--- src/rtl/alu4_pkg.sv ---
// Shared opcode, condition-code, state and flag-position definitions for alu4_issue.
package alu4_pkg;

   typedef enum logic [2:0] {
      OP_NOT_A = 3'b000,
      OP_NOT_B = 3'b001,
      OP_AND   = 3'b010,
      OP_OR    = 3'b011,
      OP_XOR   = 3'b100,
      OP_XNOR  = 3'b101,
      OP_ADD   = 3'b110,
      OP_SUB   = 3'b111
   } op_e;

   typedef enum logic [2:0] {
      CC_AL = 3'b000,
      CC_EQ = 3'b001,
      CC_NE = 3'b010,
      CC_CS = 3'b011,
      CC_CC = 3'b100,
      CC_MI = 3'b101,
      CC_LT = 3'b110,
      CC_GE = 3'b111
   } cond_e;

   typedef enum logic [1:0] {
      ST_IDLE = 2'd0,
      ST_EXEC = 2'd1,
      ST_RESP = 2'd2
   } state_e;

   // Flag vector layout is {N,Z,C,V}.
   localparam int unsigned FLAG_N = 3;
   localparam int unsigned FLAG_Z = 2;
   localparam int unsigned FLAG_C = 1;
   localparam int unsigned FLAG_V = 0;

endpackage

--- src/rtl/alu4_cond.sv ---
// Combinational condition-code evaluation against a {N,Z,C,V} flag vector.
module alu4_cond
   import alu4_pkg::*;
(
   input  logic [3:0] flags,
   input  logic [2:0] cond,
   output logic       taken
);

   logic n, z, c, v;

   always_comb begin
      n = flags[FLAG_N];
      z = flags[FLAG_Z];
      c = flags[FLAG_C];
      v = flags[FLAG_V];
      taken = 1'b0;
      case (cond_e'(cond))
         CC_AL:   taken = 1'b1;
         CC_EQ:   taken = z;
         CC_NE:   taken = ~z;
         CC_CS:   taken = c;
         CC_CC:   taken = ~c;
         CC_MI:   taken = n;
         CC_LT:   taken = n ^ v;
         CC_GE:   taken = ~(n ^ v);
         default: taken = 1'b0;
      endcase
   end

endmodule

--- src/rtl/alu4_issue.sv ---
// Issue/response wrapper around an external 4-bit ALU: registers operands on accept,
// captures result and flags after one EXEC cycle, and holds the response until taken.
module alu4_issue
   import alu4_pkg::*;
(
   input  logic       clk,
   input  logic       reset,
   input  logic       in_valid,
   output logic       in_ready,
   input  logic [2:0] in_op,
   input  logic [3:0] in_a,
   input  logic [3:0] in_b,
   input  logic       in_acc_sel,
   input  logic [2:0] in_cond,
   output logic [3:0] alu_a,
   output logic [3:0] alu_b,
   output logic [2:0] alu_op,
   input  logic [3:0] alu_result,
   input  logic       alu_c,
   input  logic       alu_n,
   input  logic       alu_z,
   input  logic       alu_v,
   output logic       out_valid,
   input  logic       out_ready,
   output logic [3:0] out_result,
   output logic [3:0] out_flags,
   output logic       out_cond
);

   state_e     state, state_nxt;
   logic [3:0] acc;
   logic [2:0] cond_q;
   logic [3:0] alu_flags;
   logic       exec_taken;
   logic       accept;

   always_comb begin
      alu_flags         = '0;
      alu_flags[FLAG_N] = alu_n;
      alu_flags[FLAG_Z] = alu_z;
      alu_flags[FLAG_C] = alu_c;
      alu_flags[FLAG_V] = alu_v;
   end

   // Evaluated on the live ALU flags so out_cond is captured alongside them.
   alu4_cond u_cond (
      .flags (alu_flags),
      .cond  (cond_q),
      .taken (exec_taken)
   );

   always_comb begin
      state_nxt = state;
      in_ready  = 1'b0;
      out_valid = 1'b0;
      case (state)
         ST_IDLE: begin
            in_ready = 1'b1;
            if (in_valid) state_nxt = ST_EXEC;
         end
         ST_EXEC: begin
            state_nxt = ST_RESP;
         end
         ST_RESP: begin
            out_valid = 1'b1;
            in_ready  = out_ready;
            if (out_ready) state_nxt = in_valid ? ST_EXEC : ST_IDLE;
         end
         default: state_nxt = ST_IDLE;
      endcase
   end

   assign accept = in_valid & in_ready;

   always_ff @(posedge clk) begin
      if (reset) begin
         state      <= ST_IDLE;
         acc        <= '0;
         cond_q     <= '0;
         alu_a      <= '0;
         alu_b      <= '0;
         alu_op     <= '0;
         out_result <= '0;
         out_flags  <= '0;
         out_cond   <= 1'b0;
      end else begin
         state <= state_nxt;
         if (accept) begin
            alu_op <= in_op;
            alu_a  <= in_acc_sel ? acc : in_a;
            alu_b  <= in_b;
            cond_q <= in_cond;
         end
         if (state == ST_EXEC) begin
            out_result <= alu_result;
            out_flags  <= alu_flags;
            out_cond   <= exec_taken;
            acc        <= alu_result;
         end
      end
   end

endmodule

--- config.mk ---
export PLATFORM = sky130hd
export DESIGN_NAME = alu4_issue
export DESIGN_NICKNAME = d
export VERILOG_FILES = /design/src/rtl/alu4_pkg.sv /design/src/rtl/alu4_cond.sv /design/src/rtl/alu4_issue.sv
export SDC_FILE = /design/constraint.sdc
export NUM_CORES = 1
export LEC_CHECK = 0
export ABC_CLOCK_PERIOD_IN_PS = 1400
export CAP_MARGIN = 20
export CORE_ASPECT_RATIO = 2
export CORE_MARGIN = 3
export CORE_UTILIZATION = 41
export DETAILED_ROUTE_END_ITERATION = 7
export GPL_TIMING_DRIVEN = 0
export PLACE_DENSITY_LB_ADDON = 0.2
export SLEW_MARGIN = 30
export SYNTH_ARGS = -nofsm -noshare
export SYNTH_HDL_FRONTEND = slang
export SYNTH_SLANG_ARGS = --single-unit
--- constraint.sdc ---
create_clock -name clk -period 1.4 [get_ports clk]
set_clock_uncertainty 0.15 [all_clocks]
set_input_delay 0.28 -clock clk [delete_from_list [all_inputs] [get_ports clk]]
set_output_delay 0.28 -clock clk [all_outputs]
set_load 0.01 [all_outputs]
# --- Word level (Yosys, flattened, before mapping) ---
# Index checks and enable logic that the tools add are counted.
word_totals:
  n_memories: 0
  output_inout_bits: 22
  rom_bits: 0
  ram_bits: 0
  elab_cells: 35
  latch_bits: 0
  regBits: 25
  inputBits: 27
op_classes:
  muxes: 8
  reduce_logical: 3
  n_eq_ne: 11
  multipliers: 0
  add_sub_neg: 0
  shift: 0
  n_bitwise: 5
  n_div: 0
  magnitude_cmp: 0
op_table:
  columns: ["cell", "n"]
  rows:
  - ["equality test 3 bit, second input constant", 4]
  - ["one-hot mux 1 bit (8 select lines)", 1]
  - ["equality test 3 x 2 -> 1 bit, second input constant", 2]
  - ["one-hot mux 2 bit (3 select lines)", 1]
  - ["two-way mux 2 bit", 2]
  - ["two-way mux 4 bit", 1]
  - ["!= test 2 bit, second input constant", 2]
  - ["equality test 3 x 1 -> 1 bit, second input constant", 1]
  - ["zero test 3 bit", 1]
  - ["inverter 1 bit", 3]
  - ["equality test 2 x 1 -> 1 bit, second input constant", 1]
  - ["equality test 2 bit, second input constant", 1]
  - ["zero test 2 bit", 1]
  - ["two-way mux 1 bit", 2]
  - ["one-hot mux 1 bit (2 select lines)", 1]
  - ["AND reduction 2 bit", 1]
  - ["bitwise AND 1 bit", 1]
  - ["XOR 1 bit", 1]

# --- Logic depth before layout (Yosys ltp) ---
# Gate-level depths: netlist (run 1).
depth:
  word_depth: 3
  depth_mapped: 5
  ltp_nobuf: 3

# --- Modules after synthesis ---
# From an unflattened synthesis (run 1), not the netlist that was laid out.
hier_totals:
  cells_unflattened: 125
  hier_area_um2: 1167.4
modules_own_cells:
  columns: ["mod", "area_per_inst_um2", "cells_each", "seq_area_each_um2", "n_inst"]
  rows:
  - ["alu4_issue", 1096.1, 116, 500.5, 1]
  - ["alu4_cond", 71.3, 9, 0.0, 1]

# --- Least setup slack after synthesis (run 1) ---
# OpenSTA, ideal clock, no wires.
synth_path:
  path_type: "flip-flop to flip-flop"
  start: "register cond_q[1]"
  end: "register out_cond"
  t_required_ps: 1111
  arrival_time_ps: 972
  stages_incl_launch_ff: 5
  path_buffers: 1
  path_slack_ps: 139
  setup_ps: 139
  synth_period_minus_slack_ps: 1261
  cell_sequence: "dfxtp_1 -> buf_6 -> nor4bb_1 -> o41ai_1 -> a311oi_1"
synth_via:
  elab_chain_len: 2
  word_cells_on_any_way: 9
  cone_classes: "7 x eq/ne; 1 x mux; 1 x reduce/logical"
synth_lines:
  columns: ["item", "line", "text"]
  rows:
  - ["start: declaration", "alu4_issue.sv:32", "logic [2:0] cond_q;"]
  - ["start signal: assignment", "alu4_issue.sv:92", "cond_q <= in_cond;"]
  - ["equality test 3 bit, or another cell as far along", "alu4_cond.sv:18", "case (cond_e'(cond))"]
  - ["one-hot mux 1 bit (8 select lines) (*)", "alu4_cond.sv:18", null]
  - ["end signal: assignment", "alu4_issue.sv:97", "out_cond <= exec_taken;"]
  - ["end: declaration", "alu4_issue.sv:27", "output logic out_cond"]
# Mark *: on every way between the ends. The rest lies on a longest branch, timed or not.
# A chain may end at the register's enable or synchronous reset.

# --- Worst setup path in the final report (run 1) ---
layout_path:
  start: "register state[1]"
  end: "output port in_ready"
layout_via:
  elab_chain_len: 2
  word_cells_on_any_way: 3
  cone_classes: "1 x eq/ne; 1 x mux; 1 x reduce/logical"
layout_lines:
  columns: ["item", "line", "text"]
  rows:
  - ["start: declaration", "alu4_issue.sv:30", "state_e state, state_nxt;"]
  - ["start signal: assignment", "alu4_issue.sv:87", "state <= state_nxt;"]
  - ["equality test 2 bit or zero test 2 bit (tied branches)", "alu4_issue.sv:56", "case (state)"]
  - ["one-hot mux 1 bit (2 select lines) (*)", "alu4_issue.sv:56", null]
  - ["end: declaration", "alu4_issue.sv:9", "output logic in_ready,"]
# Marks and branches as above.

==> run_results.csv, run 1 <==
group,metric,value,unit
place,pre_cts_slack,-0.899,ns
yosys,async_reset_ff_share,0,%
detailed_routing,vias_per_cell,5.80,
global_route,grt_overflow,0,
yosys,synth_edf_count,0,
sta,finalMaxSlewViolations,0,
power_and_ir_drop,power_per_cell_area,881,mW/mm^2
detailed_routing,num_vias,1248,
global_route,antenna_found_initial,0,
sta,setup_viol,2,
yosys,synth_seq_area_share,43.8,%
clocking,hold_buffers,0,
yosys,ys_warn_count,0,
clocking,cts_max_path_buffers,2,
layout,n_antenna_cell,0,
clocking,cts_root_buffer,"clkbuf_8",
run_status,violations,"setup timing",
worst_setup_path,crit_required,0.97,ns
detailed_routing,drt_pass1_iterations,4,
clocking,clock_latency,0.27,ns
die,start_util,43.9,%
layout,utilization,70.2,%
worst_setup_path,end_kind,"output port",
run,drv_cap,0,
sta,period_needed,1.49,ns
yosys,ys_types,27,
die,fp.dieW,43.3,um
sta,timing.hold.ws,0.158,ns
layout,drive_above_1_share,24.1,%
layout,fill_cells,226,
layout,synthToLayoutAreaGrowth,60.0,%
worst_setup_path,path_max_fanout,3,
detailed_routing,post_drt_wl_per_cell,16.0,um
yosys,synth_most_common_cell,"dfxtp_1",
detailed_routing,ant_nets,0,
yosys,synth_common_cells,"dfxtp_1 (25), a21oi_1 (19), nand2_1 (16)",
run_status,outcome,"finished, violations left",
clocking,cts_tree,"yes",
power_and_ir_drop,p_leak,0.771,nW
place,port_buffers,45,
worst_setup_path,critPathKind,"flop to output port",
sta,rsz0062_at_grt,"true",
detailed_routing,drt_iter0_markers,24,
yosys,yosys.area.top_type,"dfxtp_1",
power_and_ir_drop,peakVddDrop,0.000790,V
clocking,clk_pin_slew,0.09,ns
yosys,synth_fp_nets,158,
clocking,cts_max_level,1,
global_route,grt_pass1_wl,5320,um
die,dieArea,0.00349,mm^2
die,placementRows,26,
clocking,cts_buffers,3,
detailed_routing,drc_errors,0,
yosys,netlist_area,0.00114,mm^2
global_route,grt_pass1_vias,1177,
place,place.gp.congestion,0.757,
clocking,cts.sinks,25,
worst_setup_path,arrival,1.06,ns
sta,finalCritPeriodShare,106,%
sta,fmax,672,MHz
sta,hold_viol,0,
sta,relSlewSlack,65.7,%
die,die_y,80.7,um
yosys,ys.flop_type,"dfxtp_1",
die,coreArea,0.00260,mm^2
yosys,yosys-top-cells-area,"dfxtp_1 (44%), a21oi_1 (8.3%), o31ai_1 (6.6%)",
place,place_hpwl,2420,um
worst_setup_path,worstSetupStartpointType,"flop",
global_route,grt_use_total,19.7,%
yosys,ys_seq_elements,25,
detailed_routing,wirelength,3440,um
yosys,synthDominantCellAreaShare,43.8,%
die,io_pins,49,
layout,fin_nets,215,
sta,worstMarginPinSlew,0.515,ns
hold_path,hold_path.class,"input port to flop",
sta,layout_setup_ws,-0.0879,ns
yosys,avgSynthCellArea,8.72,um^2
yosys,syn-instance-count,131,
global_route,grt_max_degree,16,
## where the power goes
group,internal (mW),switching [mW],leakage (nW)
sequential,0.755,0.0291,0.207
combinational,0.198,0.182,0.543
clock,0.202,0.243,0.0217
## registers in the layout, summed over array words and instances, names as in the netlist
name and flops:
cond_q 3, alu_b 4, acc 4, state 2
alu_a 4, out_cond 1, out_flags 4, alu_op 3
## timing repair
action                                  CTS  global route
resized for setup                        41            20
pin swaps                                 1             3
setup buffers                             6             1
endpoints found under the setup margin   37            12
## kinds of logic (layout without fill, tap and decap cells)
logic type / after synthesis / count (layout) / synth area share (%)
xor gates and xnor gates: 1 / 1 / 0.767
muxes: 5 / 5 / 4.38
DFF: 25 / 25 / 43.8
and+or+nand+nor: 41 / 41 / 19.4
AOI/OAI and AO/OA: 41 / 41 / 23.2
buffers and inverters: 18 / 74 / 8.43
## metrics by stage
stage	power (mW)	TNS (ns)	area, um^2	std cells
2_1_floorplan	0.963	0	1140	131
3_3_place_gp	1.14	-5.65	1630	204
3_5_place_dp	1.15	-6.56	1630	204
4_1_cts	1.58	-0.0947	1730	214
5_1_grt	1.66	-0.263	1830	215
6_report	1.61	-0.122	1830	215
## routing by layer
layer  part of all wire (%)  vias up  track usage (%)
met4                    2.0        0             6.34
li1                       -      596                -
met2                     55       48             37.2
met3                    6.2        8             2.69
met1                     37      596             21.4
met5                      0        -                0
## area by class of cell
class                      count  area, um^2  share of cell area (%)
clock buffer                   3        41.3                    2.26
inverter                       3        11.3                   0.616
tap                           28        35.0                    1.92
sequential                    25         507                    27.7
buffer                        15        90.1                    4.93
clock inverter                 1        7.51                   0.411
timing repair buffer          52         485                    26.6
multi-input combinational     88         651                    35.6
## placed cells by master, fill, tap and decap left out, types with 2 or more instances in the layout
master,instances
a21oi_1,19
buf_4,9
nand4_1,10
nor4bb_4,2
inv_2,2
nor3_1,2
dfxtp_1,22
a31oi_1,4
mux2i_1,5
nand2b_1,2
dlygate4sd2_1,23
clkdlybuf4s50_1,19
buf_6,3
a311oi_1,5
clkbuf_1,4
buf_2,7
clkbuf_8,3
dfxtp_2,2
nand2_1,16
o31ai_1,2
o31ai_2,7
## critical path: stages, from the launching register on
cell and delay (ns):
dfxtp_2 0.33, and2b_2 0.22, nor2_4 0.12, buf_6 0.12
## worst paths after layout
| check | from | endpoint | slack, ns | depth (start not counted) |
|---|---|---|---|---|
| max | state[1] | in_ready | -0.09 | 3 |
| min | alu_c | out_flags[1] | 0.16 | 3 |
| max reg2reg | state[1] | alu_b[0] | 0.03 | 4 |
| min reg2reg | out_flags[2] | out_flags[2] | 0.31 | 2 |
Power figures use the tool's default switching activity.
==> run 2, diff against run 1 <==
Settings changed: RECOVER_POWER set to 25.
==> run_results.csv, run 2 (synthesis results as in run 1) <==
group,metric,value,unit
run_status,outcome,"finished, violations left",
run_status,violations,"setup timing",
hold_path,hold_path.startpoint,"alu_c",
global_route,antenna_found_initial,0,
hold_path,hold_path.class,"input port to flop",
place,dp.cells,204,
clocking,cts_buffers,3,
die,die_y,80.7,um
sta,fmax,672,MHz
detailed_routing,drt_iter0_markers,21,
global_route,grt_use_total,19.7,%
detailed_routing,drc_errors,0,
detailed_routing,wirelength,3410,um
clocking,clock_latency,0.27,ns
layout,fin_area,0.00181,mm^2
detailed_routing,post_drt_wl_per_cell,15.8,um
clocking,hold_buffers,0,
layout,synthToLayoutAreaGrowth,58.5,%
detailed_routing,drt_pass1_iterations,4,
global_route,grt_max_degree,16,
sta,rsz0062_at_grt,"true",
sta,finalCritPeriodShare,106,%
clocking,cts.sinks,25,
worst_setup_path,crit_start,"state[1]",
detailed_routing,num_vias,1244,
die,dieArea,0.00349,mm^2
worst_setup_path,end_kind,"output port",
layout,fin_nets,215,
layout,drive_above_1_share,24.1,%
power_and_ir_drop,power,1.60,mW
layout,final_cells,215,
worst_setup_path,crit_required,0.97,ns
die,start_util,43.9,%
layout,utilization,69.6,%
power_and_ir_drop,peakVddDrop,0.000787,V
place,place_area,0.00163,mm^2
sta,worstMarginPinSlew,0.522,ns
clocking,cts_tree,"yes",
place,place_hpwl,2420,um
sta,layout_setup_ws,-0.0875,ns
sta,relSlewSlack,65.2,%
clocking,cts_max_level,1,
global_route,grt_overflow,0,
layout,layout_common_cells,"dlygate4sd2_1 (23), dfxtp_1 (22), a21oi_1 (19), clkdlybuf4s50_1 (19), nand2_1 (16)",
worst_setup_path,critPathKind,"flop to output port",
place,port_buffers,45,
sta,period_needed,1.49,ns
worst_setup_path,arrival,1.06,ns
sta,setup_viol,2,
global_route,grt_pass1_vias,1177,
layout,final_common_cell,"dlygate4sd2_1",
worst_setup_path,r2r_start,"state[0]",
global_route,grt_pass1_wl,5320,um
clocking,clk_pin_slew,0.09,ns
die,placementRows,26,
worst_setup_path,path_max_fanout,3,
die,coreArea,0.00260,mm^2
power_and_ir_drop,p_leak,0.768,nW
clocking,cts_max_path_buffers,2,
clocking,cts_root_buffer,"clkbuf_8",
sta,finalMaxSlewViolations,0,
place,place.gp.congestion,0.757,
sta,hold_viol,0,
layout,n_antenna_cell,0,
die,fp.dieW,43.3,um
detailed_routing,vias_per_cell,5.79,
power_and_ir_drop,power_per_cell_area,885,mW/mm^2
run,drv_cap,0,
detailed_routing,ant_nets,0,
die,io_pins,49,
worst_setup_path,worstSetupStartpointType,"flop",
-- run 2: cell count changes in the layout (fill, tap and decap cells not counted), sizes merged --
cell    change
buf         -2
clkbuf      +2
-- run 2: final cells by class --
class                           count  area (um^2)
Inverter                            3         11.3
Sequential cell                    25          507
Buffer                             15         87.6
Multi-Input combinational cell     88          651
Clock inverter                      1         7.51
Clock buffer                        3         41.3
Timing Repair Buffer               52          470
Tap cell                           28         35.0
Fill cell                         229          792
-- run 2: timing repair --
action                                  in CTS  in global routing
gates resized for setup                     41                 20
pin swaps                                    1                  3
setup buffers                                6                  1
cloned                                       0                  0
endpoints found under the setup margin      37                 12
-- run 2: final timing paths --
kind                        to  slack, ns  cells after the start
hold reg to reg   out_flags[2]       0.31                      2
hold / removal    out_flags[1]       0.16                      3
setup / recovery      in_ready      -0.09                      3
setup reg to reg      alu_a[3]       0.03                      5
-- run 2: power by group --
| part | switching (mW) | internal [mW] | leakage [nW] |
|---|---|---|---|
| Clock | 0.244 | 0.202 | 0.0217 |
| Sequential | 0.0278 | 0.755 | 0.207 |
| Combinational | 0.181 | 0.192 | 0.539 |
-- run 2: through the flow --
| stage | hold slack [ns] | setup TNS (ns) | worst slack [ns] |
|---|---|---|---|
| after detailed placement | 0.301 | -6.56 | -0.899 |
| final | 0.159 | -0.123 | -0.0875 |
| after global placement | 0.292 | -5.65 | -0.849 |
| after CTS | 0.227 | -0.0947 | -0.0947 |
| after global routing | 0.172 | -0.309 | -0.107 |
| after floorplan | 0.266 | 0 | 0.139 |
-- run 2: worst max-delay path: stages, from the launching register on --
cell and delay (ns):
dfxtp_2 0.33, and2b_2 0.22, nor2_4 0.12, buf_6 0.11
-- run 2: metal layers --
| layer | up-vias | part of all wire, % | global-route usage (%) | wire [um] |
|---|---|---|---|---|
| li1 | 595 | - | - | - |
| met1 | 591 | 37 | 21.4 | 1270 |
| met2 | 50 | 54 | 37.2 | 1850 |
| met3 | 8 | 6.4 | 2.69 | 218 |
| met4 | 0 | 2.1 | 6.34 | 70 |
| met5 | - | 0 | 0 | 0 |
==> run 3, diff against run 2 <==
Settings changed: CORE_MARGIN 3 to unset, SYNTH_HIERARCHICAL set to 1.
==> run_results.csv, run 3 <==
group,metric,value,unit
run_status,outcome,"finished, violations left",
run_status,violations,"setup timing",
die,dieArea,0.00308,mm^2
global_route,antenna_found_initial,0,
yosys,synth_compound_area_share,25.8,%
layout,fin_nets,208,
layout,n_antenna_cell,0,
global_route,grt_use_total,21.6,%
sta,relSlewSlack,79.6,%
worst_setup_path,r2r_end,"alu_a[2]",
yosys,ys_types,26,
clocking,clk_pin_slew,0.09,ns
clocking,cts_root_buffer,"clkbuf_8",
sta,hold_viol,0,
detailed_routing,vias_per_cell,5.29,
clocking,cts_max_path_buffers,2,
sta,finalMaxSlewViolations,0,
worst_setup_path,end_kind,"output port",
sta,layout_setup_ws,-0.0504,ns
detailed_routing,drt_pass1_iterations,4,
detailed_routing,post_drt_wl_per_cell,14.3,um
yosys,ys_warn_count,6,
global_route,grt_max_degree,16,
worst_setup_path,path_buf_inv,2,
hold_path,holdPathStages,3,
die,coreArea,0.00274,mm^2
yosys,synth_common_cells,"dfxtp_1 (25), nand2_1 (18), a21oi_1 (16)",
place,dp.cells,200,
power_and_ir_drop,peakVddDrop,0.000747,V
worst_setup_path,r2r_cells,4,
worst_setup_path,arrival,1.02,ns
detailed_routing,wirelength,2990,um
layout,drive_above_1_share,25.6,%
yosys,yosys.area_share.simple,18.2,%
run,drv_cap,0,
clocking,cts.sinks,25,
yosys,synth_most_common_cell,"dfxtp_1",
layout,layout_common_cells,"dlygate4sd2_1 (23), dfxtp_1 (22), clkdlybuf4s50_1 (19)",
worst_setup_path,crit_family,"flip-flops",
die,die_y,77.5,um
yosys,yosys.area.top_type,"dfxtp_1",
yosys,synth-xor-area-share,1.50,%
detailed_routing,drt_iter0_markers,16,
yosys,synth_fp_nets,152,
global_route,grt_overflow,0,
layout,final_cells,209,
layout,synthToLayoutAreaGrowth,47.1,%
worst_setup_path,r2r_slack,0.02,ns
yosys,avgSynthCellArea,9.34,um^2
die,fp.dieW,39.7,um
worst_setup_path,critPathKind,"flop to output port",
clocking,cts_max_level,1,
yosys,synth_top_family_by_area,"compound AO/OA/AOI/OAI gates",
yosys,ys.flop_type,"dfxtp_1",
worst_setup_path,r2r_start,"state[0]",
clocking,cts_buffers,3,
place,port_buffers,46,
worst_setup_path,cp_slowest_cell,"dfxtp_2",
die,io_pins,49,
global_route,grt_pass1_wl,4780,um
sta,rsz0062_at_grt,"true",
worst_setup_path,critPathMaxStageDelay,0.33,ns
power_and_ir_drop,power_per_cell_area,908,mW/mm^2
global_route,grt_pass1_vias,1041,
layout,fill_cells,250,
yosys,yosys.area_share.adder,0,%
detailed_routing,ant_nets,0,
worst_setup_path,worstSetupStartpointType,"flop",
hold_path,hold_path.startpoint,"alu_c",
layout,utilization,62.7,%
sta,period_needed,1.45,ns
yosys,netlist_area,0.00117,mm^2
worst_setup_path,path_max_fanout,4,
hold_path,min_to,"out_flags[1]",
sta,fmax,689,MHz
detailed_routing,num_vias,1106,
place,place.gp.congestion,0.742,
detailed_routing,drc_errors,0,
yosys,synth_edf_count,0,
sta,finalCritPeriodShare,104,%
clocking,cts_tree,"yes",
yosys,yosys-top-cells-area,"dfxtp_1 (43%), a21oi_1 (6.9%), a21oi_2 (6.8%)",
worst_setup_path,crit_chain,"buf_6 -> and2b_2 -> buf_6",
hold_path,hold_path.class,"input port to flop",
layout,final_common_cell,"dlygate4sd2_1",
clocking,hold_buffers,0,
clocking,clock_latency,0.27,ns
worst_setup_path,crit_required,0.97,ns
die,placementRows,27,
yosys,synth_seq_area_share,42.9,%
die,start_util,42.7,%
sta,worstMarginPinSlew,0.306,ns
yosys,synth_mux_area_share,4.29,%
worst_setup_path,cp_common_cell,"buf_6",
sta,setup_viol,2,
yosys,syn-instance-count,125,
yosys,synthDominantCellAreaShare,42.9,%
yosys,ys_seq_elements,25,
yosys,async_reset_ff_share,0,%
place,place_hpwl,2210,um
power_and_ir_drop,p_leak,0.737,nW
run 3: cell types whose count changed after synthesis, moves of 4 or more:
cell,delta
nand3_1,+10
nand4_1,-10
o31ai_1,-10
a21oi_2,+9
o21ai_2,+9
a311oi_1,-4
a31oi_1,-4
buf_2,-4
run 3: cell type report:
| class | count | area [um^2] | area share (%) |
|---|---|---|---|
| tap | 29 | 36.3 | 2.11 |
| clock inverter | 1 | 7.51 | 0.437 |
| clock buffer | 3 | 41.3 | 2.41 |
| sequential | 25 | 507 | 29.5 |
| buffer | 9 | 68.8 | 4.01 |
| multi-input combinational | 90 | 577 | 33.6 |
| timing repair buffer | 52 | 479 | 27.9 |
run 3: worst register-to-register path: cells and delay by family (launching register included):
family                 cells  cell delay (ns)
and+or+nand+nor            2             0.48
DFF                        1             0.35
AOI/OAI and AO/OA          1             0.12
buffers and inverters      1             0.16
run 3: report_power, final:
| part | switching (mW) | internal (mW) | total (mW) | leakage, nW |
|---|---|---|---|---|
| Clock | 0.228 | 0.201 | 0.429 | 0.0217 |
| Sequential | 0.0304 | 0.755 | 0.786 | 0.207 |
| Combinational | 0.159 | 0.185 | 0.345 | 0.508 |
| Total | 0.418 | 1.14 | 1.56 | 0.737 |
run 3: worst max path at each step:
stage,start,end,cells past startpoint
after floorplan,state[1],in_ready,3
after global placement,out_ready,in_ready,5
after detailed placement,out_ready,in_ready,5
after CTS,state[1],in_ready,4
after global routing,state[1],in_ready,3
final,state[1],out_valid,3
run 3: metal layers:
metal | vias to the layer above | global-route usage, % | share of wire (%)
met3 | 2 | 2.00 | 4.4
met2 | 30 | 37.9 | 59
met5 | - | 0 | 0
met4 | 0 | 7.24 | 0.63
met1 | 528 | 25.3 | 36
li1 | 546 | - | -
run 3: stage by stage:
stage                     power (mW)  worst slack [ns]  instance area, um^2  hold slack, ns  setup TNS (ns)
after global placement          1.16            -0.815                 1660           0.293           -5.13
final                           1.56           -0.0504                 1720           0.175         -0.0914
after detailed placement        1.17            -0.833                 1660           0.298           -5.75
after CTS                       1.57            -0.189                 1700           0.229          -0.189
after floorplan                0.987             0.127                 1170           0.266               0
after global routing            1.65            -0.103                 1720           0.191          -0.546
run 3: timing repair:
action / CTS / global route
pin swaps: 0 / 1
hold endpoints to repair: 0 / 0
resized for setup: 34 / 7
gates cloned: 0 / 1
buffers inserted: 3 / 2
endpoints found under the setup margin: 33 / 9
run 3: cells by family (layout without fill, tap and decap cells):
family | Yosys count | after routing
compound gates | 42 | 42
simple gates | 41 | 41
flops | 25 | 25
buf+inv | 10 | 65
mux | 5 | 5
xor+xnor | 2 | 2
